<file path="src/rtl/alu_exec_unit.sv">
// rtl/alu_exec_unit.sv - multi-cycle EX-stage ALU with iterative 1-bit/cycle shifter
//
// Purpose: executes one ALU op per valid/ready handshake. Single-cycle ops
// finish with latency 1; SLL/SRL/SRA walk one bit per cycle (latency shamt+1).
// Ports:
//   clk_i, rst_ni        clock (rising edge), asynchronous active-low reset
//   flush_i              synchronous kill of whatever is in flight
//   in_valid_i/in_ready_o, op_i, a_i, b_i     operation input handshake
//   out_valid_o/out_ready_i, result_o, zero_o, illegal_o  result handshake

module alu_exec_unit #(
    parameter int XLEN = 32,
    parameter int SHW  = 5
) (
    input  logic            clk_i,
    input  logic            rst_ni,
    input  logic            flush_i,
    input  logic            in_valid_i,
    output logic            in_ready_o,
    input  logic [3:0]      op_i,
    input  logic [XLEN-1:0] a_i,
    input  logic [XLEN-1:0] b_i,
    output logic            out_valid_o,
    input  logic            out_ready_i,
    output logic [XLEN-1:0] result_o,
    output logic            zero_o,
    output logic            illegal_o
);

    localparam logic [3:0] ALU_ADD  = 4'h0;
    localparam logic [3:0] ALU_SUB  = 4'h1;
    localparam logic [3:0] ALU_AND  = 4'h2;
    localparam logic [3:0] ALU_OR   = 4'h3;
    localparam logic [3:0] ALU_XOR  = 4'h4;
    localparam logic [3:0] ALU_SLL  = 4'h5;
    localparam logic [3:0] ALU_SRL  = 4'h6;
    localparam logic [3:0] ALU_SRA  = 4'h7;
    localparam logic [3:0] ALU_SLT  = 4'h8;
    localparam logic [3:0] ALU_SLTU = 4'h9;

    typedef enum logic [1:0] {
        S_IDLE  = 2'd0,
        S_SHIFT = 2'd1,
        S_DONE  = 2'd2
    } state_t;

    state_t          state_q;
    logic [3:0]      op_q;
    logic [XLEN-1:0] shreg_q;
    logic [SHW-1:0]  cnt_q;
    logic [XLEN-1:0] result_q;
    logic            zero_q;
    logic            illegal_q;
    logic            out_valid_q;

    logic [XLEN-1:0] alu_res_d;
    logic            alu_ill_d;
    logic            is_shift_d;
    logic [SHW-1:0]  shamt_d;
    logic [XLEN-1:0] shreg_d;

    assign shamt_d = b_i[SHW-1:0];

    // Single-cycle datapath on the live inputs; shifts only use a_i here
    // for the shamt==0 case, which completes without entering SHIFT.
    always_comb begin
        alu_res_d  = '0;
        alu_ill_d  = 1'b0;
        is_shift_d = 1'b0;
        case (op_i)
            ALU_ADD:  alu_res_d = a_i + b_i;
            ALU_SUB:  alu_res_d = a_i - b_i;
            ALU_AND:  alu_res_d = a_i & b_i;
            ALU_OR:   alu_res_d = a_i | b_i;
            ALU_XOR:  alu_res_d = a_i ^ b_i;
            ALU_SLT:  alu_res_d = {{(XLEN-1){1'b0}}, ($signed(a_i) < $signed(b_i))};
            ALU_SLTU: alu_res_d = {{(XLEN-1){1'b0}}, (a_i < b_i)};
            ALU_SLL, ALU_SRL, ALU_SRA: begin
                alu_res_d  = a_i;
                is_shift_d = 1'b1;
            end
            default:  alu_ill_d = 1'b1;
        endcase
    end

    // One-bit shift step for the op latched at accept.
    always_comb begin
        shreg_d = shreg_q;
        case (op_q)
            ALU_SLL: shreg_d = {shreg_q[XLEN-2:0], 1'b0};
            ALU_SRL: shreg_d = {1'b0, shreg_q[XLEN-1:1]};
            ALU_SRA: shreg_d = {shreg_q[XLEN-1], shreg_q[XLEN-1:1]};
            default: shreg_d = shreg_q;
        endcase
    end

    // result_q is written only on entry to DONE, so it never exposes a
    // partially shifted value and stays frozen while the output stalls.
    always_ff @(posedge clk_i or negedge rst_ni) begin
        if (!rst_ni) begin
            state_q     <= S_IDLE;
            op_q        <= '0;
            shreg_q     <= '0;
            cnt_q       <= '0;
            result_q    <= '0;
            zero_q      <= 1'b0;
            illegal_q   <= 1'b0;
            out_valid_q <= 1'b0;
        end else if (flush_i) begin
            state_q     <= S_IDLE;
            out_valid_q <= 1'b0;
        end else begin
            case (state_q)
                S_IDLE: begin
                    if (in_valid_i) begin
                        op_q <= op_i;
                        if (is_shift_d && (shamt_d != '0)) begin
                            shreg_q <= a_i;
                            cnt_q   <= shamt_d;
                            state_q <= S_SHIFT;
                        end else begin
                            result_q    <= alu_res_d;
                            zero_q      <= (alu_res_d == '0);
                            illegal_q   <= alu_ill_d;
                            out_valid_q <= 1'b1;
                            state_q     <= S_DONE;
                        end
                    end
                end
                S_SHIFT: begin
                    shreg_q <= shreg_d;
                    cnt_q   <= cnt_q - {{(SHW-1){1'b0}}, 1'b1};
                    if (cnt_q == {{(SHW-1){1'b0}}, 1'b1}) begin
                        result_q    <= shreg_d;
                        zero_q      <= (shreg_d == '0);
                        illegal_q   <= 1'b0;
                        out_valid_q <= 1'b1;
                        state_q     <= S_DONE;
                    end
                end
                S_DONE: begin
                    if (out_ready_i) begin
                        out_valid_q <= 1'b0;
                        state_q     <= S_IDLE;
                    end
                end
                default: begin
                    out_valid_q <= 1'b0;
                    state_q     <= S_IDLE;
                end
            endcase
        end
    end

    assign in_ready_o  = (state_q == S_IDLE);
    assign out_valid_o = out_valid_q;
    assign result_o    = result_q;
    assign zero_o      = zero_q;
    assign illegal_o   = illegal_q;

endmodule

</file>
<file path="config.mk">
export PLATFORM = sky130hd
export DESIGN_NAME = alu_exec_unit
export DESIGN_NICKNAME = d
export VERILOG_FILES = /design/src/rtl/alu_exec_unit.sv
export SDC_FILE = /design/constraint.sdc
export NUM_CORES = 1
export LEC_CHECK = 0
export BUFFER_PORTS_ARGS = -buffer_cell sky130_fd_sc_hd__buf_2
export CAP_MARGIN = 15
export CORE_MARGIN = 5
export CORE_UTILIZATION = 40
export CTS_CLUSTER_SIZE = 30
export DETAILED_ROUTE_END_ITERATION = 7
export GPL_TIMING_DRIVEN = 0
export PLACE_DENSITY_LB_ADDON = 0.08
export SLEW_MARGIN = 25
export SYNTH_ARGS = -nofsm -noshare
export SYNTH_HDL_FRONTEND = slang
export SYNTH_SLANG_ARGS = --single-unit
</file>
<file path="constraint.sdc">
create_clock -name clk_i -period 3.4 [get_ports clk_i]
set_input_delay 0 -clock clk_i [delete_from_list [all_inputs] [get_ports clk_i]]
set_output_delay 0 -clock clk_i [all_outputs]
set_load 0.02 [all_outputs]
</file>
==> results.sh, run 1 <==
export IMPL_status="finished, final reports clean"
export IMPL_skew_ns=0.00859
export IMPL_min_period_over_period_pct=98.7
export IMPL_worstHoldStart="a_i[7]"
export IMPL_cp_start_kind="input port"
export IMPL_internal_power_mw=3.14
export IMPL_use_met2_pct=50.1
export IMPL_hold_class="input port to flip-flop"
export IMPL_crit_type="input port to flip-flop"
export IMPL_max_freq_mhz=298
export IMPL_power_frac_clock_pct=16.7
export IMPL_place_inst=1919
export IMPL_num_rows=59
export IMPL_synth_avg_cell_area_um2=7.13
export IMPL_min_period_ns=3.36
export IMPL_stdcell_count=1935
export IMPL_grt_busiest_layer="met2"
export IMPL_insertion_delay_ns=0.34
export IMPL_synth_net_count=1667
export IMPL_drtIter0Drc=1333
export IMPL_yosysSeqAreaShare_pct=18.5
export IMPL_timing_rr_end="zero_o$_DFFE_PN0P_"
export IMPL_overflow=0
export IMPL_layout_drive_gt1_share_pct=12.6
export IMPL_setup_viol=0
export IMPL_p_leak_nw=5.25
export IMPL_cp_data_arrival_time_ns=3.60
export IMPL_place_area_mm2=0.0115
export IMPL_syn_area_mm2=0.0105
export IMPL_slew_viol_final=0
export IMPL_grt_pass1_wl_um=70100
export IMPL_pwr_density_cell_mw_per_mm2=518
export IMPL_synth_async_reset_ratio_pct=100
export IMPL_min_to="shreg_q[7]$_DFFE_PN0P_"
export IMPL_ant_nets=0
export IMPL_vias=12162
export IMPL_synth_edff_count=0
export IMPL_cts_buffers=9
export IMPL_maxCapViolCount=0
export IMPL_gr_usage_met1_pct=42.7
export IMPL_grt_max_degree=47
export IMPL_place_hpwl_um=37800
export IMPL_drtPass1Iterations=6
export IMPL_synth_seq_cells=78
export IMPL_antenna_found_initial=0
export IMPL_globalplace_congestion=0.969
export IMPL_grt_setup_unrepaired="yes"
export IMPL_r2r_slack_ns=0.34
export IMPL_routed_via_density=6.29
export IMPL_ir_worst_vdd_v=0.000473
export IMPL_grt_pass1_vias=11399
export IMPL_antennaDiodeCount=0
export IMPL_cts_root_buf="clkbuf_16"
export IMPL_floorplan_initialDensity_pct=40.5
export IMPL_max_slew_margin_rel_pct=41.4
export IMPL_clock_sinks=78
export IMPL_wl_um=47200
export IMPL_wire_per_inst_um=24.4
export IMPL_grt_util_all_layers_pct=31.0
export IMPL_power_sequential_fraction_pct=28.5
export IMPL_min_path_cells=3
export IMPL_yosysWarnings=0
export IMPL_rr_startpoint="state_q[1]$_DFFE_PN0P_"
export IMPL_port_buffers=106
export IMPL_combPwrFrac_pct=54.8
export IMPL_core_area_mm2=0.0260
export IMPL_critPathRequiredTime_ns=3.65
export IMPL_io_pins=109
export IMPL_cp_max_fo=10
export IMPL_p_switching_mw=3.05
export IMPL_h_tree_depth=3
export IMPL_area_growth_pct=13.6
export IMPL_end_kind="flip-flop"
export IMPL_r2r_cells=12
export IMPL_hold_viol_final=0
export IMPL_met3_usage_pct=3.93
export IMPL_die_x_um=172
export IMPL_worst_pin_slew_ns=0.874
export IMPL_post_route_cell_area_mm2=0.0120
export IMPL_drc=0
export IMPL_cts_tree="yes"
export IMPL_tns_ns=0
export IMPL_totalPowerFinal_mw=6.20
export IMPL_synthCells=1477
export IMPL_power_share_switching_pct=49.3
export IMPL_die_h_um=172
export IMPL_dieArea_mm2=0.0297
export IMPL_clockBufferDepth=2
export IMPL_clk_pin_slew_ns=0.06
export IMPL_fin_nets=1786
export IMPL_synth_cell_type_count=90
export IMPL_ys_flop_type="dfrtp_1"
export IMPL_fin_util_pct=46.0
## layer usage
| layer | vias up | share of wire, % | routed length (µm) |
|---|---|---|---|
| met5 | - | 0 | 0 |
| met4 | 0 | 3.8 | 1780 |
| met3 | 110 | 7.6 | 3610 |
| met2 | 561 | 45 | 21300 |
| met1 | 5876 | 44 | 20600 |
| li1 | 5615 | - | - |
## critical path: stages
cell and delay (ns):
buf_2 0.09, clkbuf_1 0.43, nand2b_1 0.50, clkbuf_1 0.61
buf_2 0.46, a21oi_1 0.08, a211oi_1 0.32, o211ai_1 0.17
mux2i_1 0.16, o21ai_0 0.29, nand3b_1 0.31, o31ai_2 0.19
## cells in the mapped netlist, types with 5 or more instances
cell	n	area share, %
nor2b_1	20	1.2
o21ai_0	133	6.3
o311ai_0	5	0.42
a22oi_1	11	0.78
nand4_1	18	1.1
nor4_1	10	0.59
o21bai_1	7	0.50
o21ai_1	7	0.33
nand2b_1	36	2.1
a31oi_1	22	1.3
clkbuf_1	80	2.9
ha_1	115	14
xnor2_1	7	0.58
a21o_1	14	1.0
nor3_1	28	1.3
a211oi_1	15	1.1
nand3_1	47	2.2
and2_1	7	0.42
buf_2	13	0.62
a2bb2oi_1	6	0.50
dfrtp_1	78	19
o221ai_1	6	0.50
o211ai_1	15	1.1
o22ai_1	10	0.59
nand2_1	150	5.3
inv_1	106	3.8
mux2i_1	21	2.0
o31ai_1	19	1.4
nor2_1	112	4.0
a221oi_1	30	2.5
buf_1	6	0.21
a21oi_1	181	8.6
or3_1	10	0.59
a32oi_1	5	0.42
## state kept, by name, summed over array words and instances (netlist names)
| register | count |
|---|---|
| cnt_q | 5 |
| illegal_o | 1 |
| op_q | 4 |
| out_valid_o | 1 |
| result_o | 32 |
| shreg_q | 32 |
| state_q | 2 |
| zero_o | 1 |
## cells in the final DEF, fill, tap and decap left out, drive strengths merged, types with 8 or more instances in the layout
master	n
nand4	18
a22oi	11
nand2	150
nor2b	20
buf	130
nand2b	36
o21ai	140
ha	115
o22ai	10
clkbuf	89
a21o	14
a221oi	34
nand3	47
and2	8
a31oi	23
o31ai	21
nor4	13
inv	106
o211ai	15
a211oi	16
a21oi	184
mux2i	21
nor3	29
nor2	112
or3	10
dfrtp	78
## how the worst max path moves through the flow
stage / from / end / slack [ns] / depth (start not counted)
floorplan: a_i[0] / zero_o$_DFFE_PN0P_ / 0.52 / 14
global placement: op_i[3] / zero_o$_DFFE_PN0P_ / -0.71 / 12
detailed placement: op_i[3] / zero_o$_DFFE_PN0P_ / -0.75 / 12
CTS: a_i[0] / zero_o$_DFFE_PN0P_ / 0.04 / 15
global route: a_i[0] / zero_o$_DFFE_PN0P_ / -0.03 / 15
finish: op_i[3] / zero_o$_DFFE_PN0P_ / 0.04 / 12
## per-stage QoR
step / hold slack (ns) / setup WS (ns)
6_report: 0.0256 / 0.0445
5_1_grt: 0.0398 / -0.0305
4_1_cts: 0.0146 / 0.0437
3_5_place_dp: -0.0130 / -0.755
3_3_place_gp: 0.338 / -0.714
2_1_floorplan: -0.296 / 0.517
## final cells by class
type	instances	area, µm²
fill	2766	14000
multi-input combinational	1189	7860
sequential	78	1950
timing repair buffer	110	591
buffer	102	429
tap	335	419
inverter	106	398
clock buffer	10	229
clock inverter	5	85.1
## kinds of logic after synthesis
kind of cell               after synthesis  synth area share [%]
muxes                                   27                  2.74
and+or+nand+nor                        469                  21.4
adders and majority gates              117                  14.0
buffers and inverters                  210                  7.85
AOI/OAI and AO/OA                      567                  34.7
DFF                                     78                  18.5
xor gates and xnor gates                 9                 0.748
## what timing repair did
item | CTS | global route
gates resized for setup | 10 | 19
buffers inserted | 0 | 0
hold buffers | 3 | 0
pin swaps | 0 | 2
endpoints found under the hold margin | 35 | 0
endpoints found under the setup margin | 7 | 6
cloned | 0 | 0
## power by group through the flow
stage                     combinational (mW)  clock, mW  sequential (mW)
final                                   3.39       1.04             1.77
after global routing                    3.71       1.08             1.82
after CTS                               3.32       1.04             1.75
after detailed placement                3.30          0             1.76
after global placement                  3.30          0             1.75
after floorplan                         2.01          0             1.86
Power figures use the tool's default switching activity.
==> inputs of run 2 (changes only) <==
- clock period: 3.4 -> 3.8 ns (I/O delays scaled with it)
==> results.sh, run 2 (synthesized netlist as in run 1, its figures left out) <==
export IMPL_status="finished, final reports clean"
export IMPL_hold_viol_final=0
export IMPL_insertion_delay_ns=0.34
export IMPL_drtIter0Drc=1224
export IMPL_port_buffers=106
export IMPL_drc=0
export IMPL_slowest_delay_ns=0.83
export IMPL_drtPass1Iterations=5
export IMPL_antenna_found_initial=0
export IMPL_die_h_um=172
export IMPL_setup_viol=0
export IMPL_stdcell_count=1938
export IMPL_final_common_cell="a21oi_1"
export IMPL_place_inst=1919
export IMPL_totalPowerFinal_mw=5.53
export IMPL_die_x_um=172
export IMPL_cp_max_fo=10
export IMPL_place_area_mm2=0.0115
export IMPL_globalplace_congestion=0.969
export IMPL_hold_class="input port to flip-flop"
export IMPL_place_hpwl_um=37800
export IMPL_clk_pin_slew_ns=0.06
export IMPL_crit_type="input port to flip-flop"
export IMPL_vias=12180
export IMPL_cts_buffers=9
export IMPL_clockBufferDepth=2
export IMPL_cp_data_arrival_time_ns=3.85
export IMPL_post_route_cell_area_mm2=0.0119
export IMPL_ant_nets=0
export IMPL_critPathRequiredTime_ns=4.01
export IMPL_grt_max_degree=47
export IMPL_skew_ns=0.00916
export IMPL_cts_root_buf="clkbuf_16"
export IMPL_wire_per_inst_um=24.4
export IMPL_end_kind="flip-flop"
export IMPL_core_area_mm2=0.0260
export IMPL_min_period_ns=3.64
export IMPL_grt_util_all_layers_pct=31.1
export IMPL_h_tree_depth=3
export IMPL_pwr_density_cell_mw_per_mm2=465
export IMPL_grt_pass1_wl_um=70300
export IMPL_dieArea_mm2=0.0297
export IMPL_wl_um=47300
export IMPL_cts_tree="yes"
export IMPL_area_growth_pct=12.8
export IMPL_maxCapViolCount=0
export IMPL_cp_start_kind="input port"
export IMPL_floorplan_initialDensity_pct=40.5
export IMPL_grt_pass1_vias=11437
export IMPL_grt_setup_unrepaired="no"
export IMPL_fillerInstances=2774
export IMPL_cpMaxStageDelayCell="clkbuf_1"
export IMPL_worst_pin_slew_ns=1.01
export IMPL_overflow=0
export IMPL_slew_viol_final=0
export IMPL_clock_sinks=78
export IMPL_io_pins=109
export IMPL_path_cells="buf_2 -> inv_1 -> and3_1 -> clkbuf_1 -> clkbuf_1 -> buf_1 -> a21oi_1 -> o21ai_0 -> nor2_1 -> nand4_1 -> nor4_2 -> nand4_1 -> o31ai_2"
export IMPL_num_rows=59
export IMPL_routed_via_density=6.28
export IMPL_max_freq_mhz=275
export IMPL_min_period_over_period_pct=95.8
export IMPL_fin_nets=1787
export IMPL_layout_drive_gt1_share_pct=11.5
export IMPL_p_leak_nw=5.23
export IMPL_max_slew_margin_rel_pct=32.4
export IMPL_ir_worst_vdd_v=0.000422
export IMPL_layout_common_cells="a21oi_1 (181), nand2_1 (150), o21ai_0 (133)"
## run 2: cell count changes in the layout (fill, tap and decap cells not counted), sizes merged
cell,previous run,this run
clkbuf,89,90
diode,0,2
## run 2: path summary, 6_finish.rpt
path | from | to | slack, ns | depth (start not counted)
max | op_i[0] | zero_o$_DFFE_PN0P_ | 0.16 | 13
min | b_i[1] | cnt_q[1]$_DFFE_PN0P_ | 0.02 | 3
max reg2reg | state_q[1]$_DFFE_PN0P_ | zero_o$_DFFE_PN0P_ | 0.26 | 13
min reg2reg | result_o[0]$_DFFE_PN0P_ | result_o[0]$_DFFE_PN0P_ | 0.47 | 1
max in group asynchronous | rst_ni | shreg_q[19]$_DFFE_PN0P_ | 3.05 | 3
min in group asynchronous | rst_ni | illegal_o$_DFFE_PN0P_ | 0.16 | 2
## run 2: where the power goes
group | switching, mW | internal, mW | total [mW] | leakage, nW
clock | 0.355 | 0.574 | 0.930 | 0.149
sequential | 0.379 | 1.20 | 1.58 | 0.975
combinational | 1.99 | 1.03 | 3.02 | 4.11
total | 2.72 | 2.80 | 5.53 | 5.23
## run 2: layout make-up
| cell class | count | area [µm²] | share of cell area [%] |
|---|---|---|---|
| diodes | 2 | 5.00 | 0.0421 |
| plain buffers | 103 | 428 | 3.60 |
| clock buffers | 10 | 229 | 1.93 |
| clock inverters | 5 | 85.1 | 0.716 |
| inverters | 106 | 398 | 3.35 |
| multi-input cells | 1189 | 7770 | 65.4 |
| flip-flops and latches | 78 | 1950 | 16.4 |
| well taps | 335 | 419 | 3.53 |
| repair buffers | 110 | 591 | 4.97 |
## run 2: repair_timing
action                                  4_1_cts  5_1_grt
endpoints found under the setup margin        1        3
hold buffers                                  3        0
setup buffers                                 0        0
resized for setup                             1        4
endpoints found under the hold margin        35        0
## run 2: per-layer routing
layer  vias to the layer above  global-route usage (%)  share of wire [%]
li1                       5616                       -                  -
met1                      5830                    42.8                 43
met2                       624                    50.2                 45
met3                       110                    3.89                8.3
met4                         0                    11.0                3.8
met5                         -                       0                  0
## run 2: worst max-delay path, delay by kind of cell
family | cells | cell delay (ns)
buffers and inverters | 5 | 2.62
and+or+nand+nor | 5 | 0.66
AOI/OAI and AO/OA | 3 | 0.56
## run 2: through the flow
stage	util [%]	setup TNS, ns	hold slack, ns	setup WS (ns)
finish	45.7	0	0.0223	0.160
global route	45.7	0	0.0395	0.0581
CTS	45.7	0	0.0137	0.147
detailed placement	44.3	-0.714	-0.0130	-0.355
global placement	44.2	-0.610	0.338	-0.314
floorplan	-	0	-0.296	0.917
==> inputs of run 3 (changes only) <==
- ABC_CLOCK_PERIOD_IN_PS: unset -> 3410
- CORE_MARGIN: 5 -> unset
- clock period: 3.8 -> 3.41 ns (I/O delays scaled with it)
==> results.sh, run 3 (synthesized netlist as in run 1, its figures left out) <==
export IMPL_pwr_density_cell_mw_per_mm2=512
export IMPL_ant_nets=0
export IMPL_antenna_found_initial=1
export IMPL_cp_max_fo=10
export IMPL_h_tree_depth=3
export IMPL_wire_per_inst_um=24.0
export IMPL_place_hpwl_um=37000
export IMPL_port_buffers=106
export IMPL_maxCapViolCount=0
export IMPL_grt_setup_unrepaired="yes"
export IMPL_crit_buf_inv=5
export IMPL_slew_viol_final=0
export IMPL_skew_ns=0.00899
export IMPL_slowest_delay_ns=0.79
export IMPL_crit_type="input port to flip-flop"
export IMPL_layout_drive_gt1_share_pct=12.2
export IMPL_p_leak_nw=5.24
export IMPL_status="finished with violations"
export IMPL_max_freq_mhz=285
export IMPL_hold_viol_final=0
export IMPL_area_growth_pct=13.1
export IMPL_fin_util_pct=46.0
export IMPL_floorplan_initialDensity_pct=40.6
export IMPL_wl_um=46500
export IMPL_layout_setup_ws_ns=-0.0951
export IMPL_antennaDiodeCount=0
export IMPL_ir_worst_vdd_v=0.000422
export IMPL_drc=0
export IMPL_io_pins=109
export IMPL_tns_ns=-0.134
export IMPL_die_x_um=164
export IMPL_clock_sinks=78
export IMPL_globalplace_congestion=0.997
export IMPL_dieArea_mm2=0.0270
export IMPL_whs_ns=0.0149
export IMPL_failed_checks="negative setup slack"
export IMPL_final_common_cell="a21oi_1"
export IMPL_grt_pass1_wl_um=69000
export IMPL_routed_via_density=6.30
export IMPL_die_h_um=164
export IMPL_hold_class="input port to flip-flop"
export IMPL_grt_max_degree=46
export IMPL_drtPass1Iterations=8
export IMPL_critPathRequiredTime_ns=3.64
export IMPL_crit_family="buffers and inverters"
export IMPL_overflow=0
export IMPL_clk_pin_slew_ns=0.07
export IMPL_clockBufferDepth=2
export IMPL_vias=12201
export IMPL_insertion_delay_ns=0.35
export IMPL_fillerInstances=2730
export IMPL_max_slew_margin_rel_pct=25.9
export IMPL_place_inst=1919
export IMPL_stdcell_count=1938
export IMPL_setup_viol=2
export IMPL_path_cells="buf_2 -> inv_1 -> and3_1 -> clkbuf_1 -> buf_1 -> buf_1 -> a21oi_1 -> o21ai_0 -> nor2_1 -> nand4_1 -> nor4_2 -> nand4_1 -> o31ai_2"
export IMPL_grt_pass1_vias=11336
export IMPL_min_period_over_period_pct=103
export IMPL_drtIter0Drc=1033
export IMPL_layout_common_cells="a21oi_1 (181), nand2_1 (150), o21ai_0 (131)"
export IMPL_cp_start_kind="input port"
export IMPL_min_period_ns=3.51
export IMPL_cts_buffers=9
export IMPL_cp_data_arrival_time_ns=3.73
export IMPL_cts_tree="yes"
export IMPL_dp_slack_ns=-0.675
export IMPL_fin_nets=1788
export IMPL_grt_util_all_layers_pct=34.2
export IMPL_num_rows=59
export IMPL_worst_pin_slew_ns=1.10
export IMPL_core_area_mm2=0.0259
export IMPL_cpMaxStageDelayCell="buf_1"
export IMPL_end_kind="flip-flop"
export IMPL_cts_root_buf="clkbuf_16"
## run 3: worst paths after layout
check / slack [ns] / to / cells past startpoint / startpoint
max in group asynchronous: 2.75 / result_o[19]$_DFFE_PN0P_ / 3 / rst_ni
min reg2reg: 0.47 / illegal_o$_DFFE_PN0P_ / 1 / illegal_o$_DFFE_PN0P_
min: 0.01 / cnt_q[1]$_DFFE_PN0P_ / 3 / b_i[1]
min in group asynchronous: 0.11 / illegal_o$_DFFE_PN0P_ / 2 / rst_ni
max reg2reg: 0.30 / zero_o$_DFFE_PN0P_ / 13 / state_q[1]$_DFFE_PN0P_
max: -0.1 / zero_o$_DFFE_PN0P_ / 13 / op_i[0]
## run 3: power by group
group          switching, mW  total, mW  leakage [nW]  internal (mW)
combinational           2.21       3.37          4.13           1.16
sequential             0.419       1.75         0.975           1.34
clock                  0.412      0.977         0.134          0.565
## run 3: layout make-up
type | count | area (µm²) | share of cell area (%)
Sequential cell | 78 | 1950 | 16.4
Inverter | 106 | 398 | 3.34
Timing Repair Buffer | 110 | 594 | 4.99
Clock inverter | 6 | 62.6 | 0.525
Clock buffer | 10 | 229 | 1.92
Tap cell | 335 | 419 | 3.52
Buffer | 104 | 444 | 3.73
Multi-Input combinational cell | 1189 | 7820 | 65.6
## run 3: timing repair
item | in CTS | in global routing
gates resized for setup | 10 | 15
endpoints found under the hold margin | 81 | 0
pin swaps | 0 | 1
endpoints found under the setup margin | 4 | 4
setup buffers | 0 | 0
hold buffers | 3 | 0
## run 3: stage by stage
step                instance area [µm²]  total power, mW
floorplan                         10500             3.86
global placement                  11500             5.02
detailed placement                11500             5.03
CTS                               11900             6.03
global route                      11900             6.50
finish                            11900             6.10
## run 3: worst min-delay path, delay by kind of cell
kind / cells / cell delay [ns]
AO/OA/AOI/OAI: 2 / 0.18
buffers and inverters: 1 / 0.15
## run 3: per-layer routing
layer	share of wire, %	track usage, %	up-vias
li1	-	-	5630
met1	43	46.4	5846
met2	45	55.0	613
met3	8.2	4.29	112
met4	3.7	13.2	0
met5	0	0	-
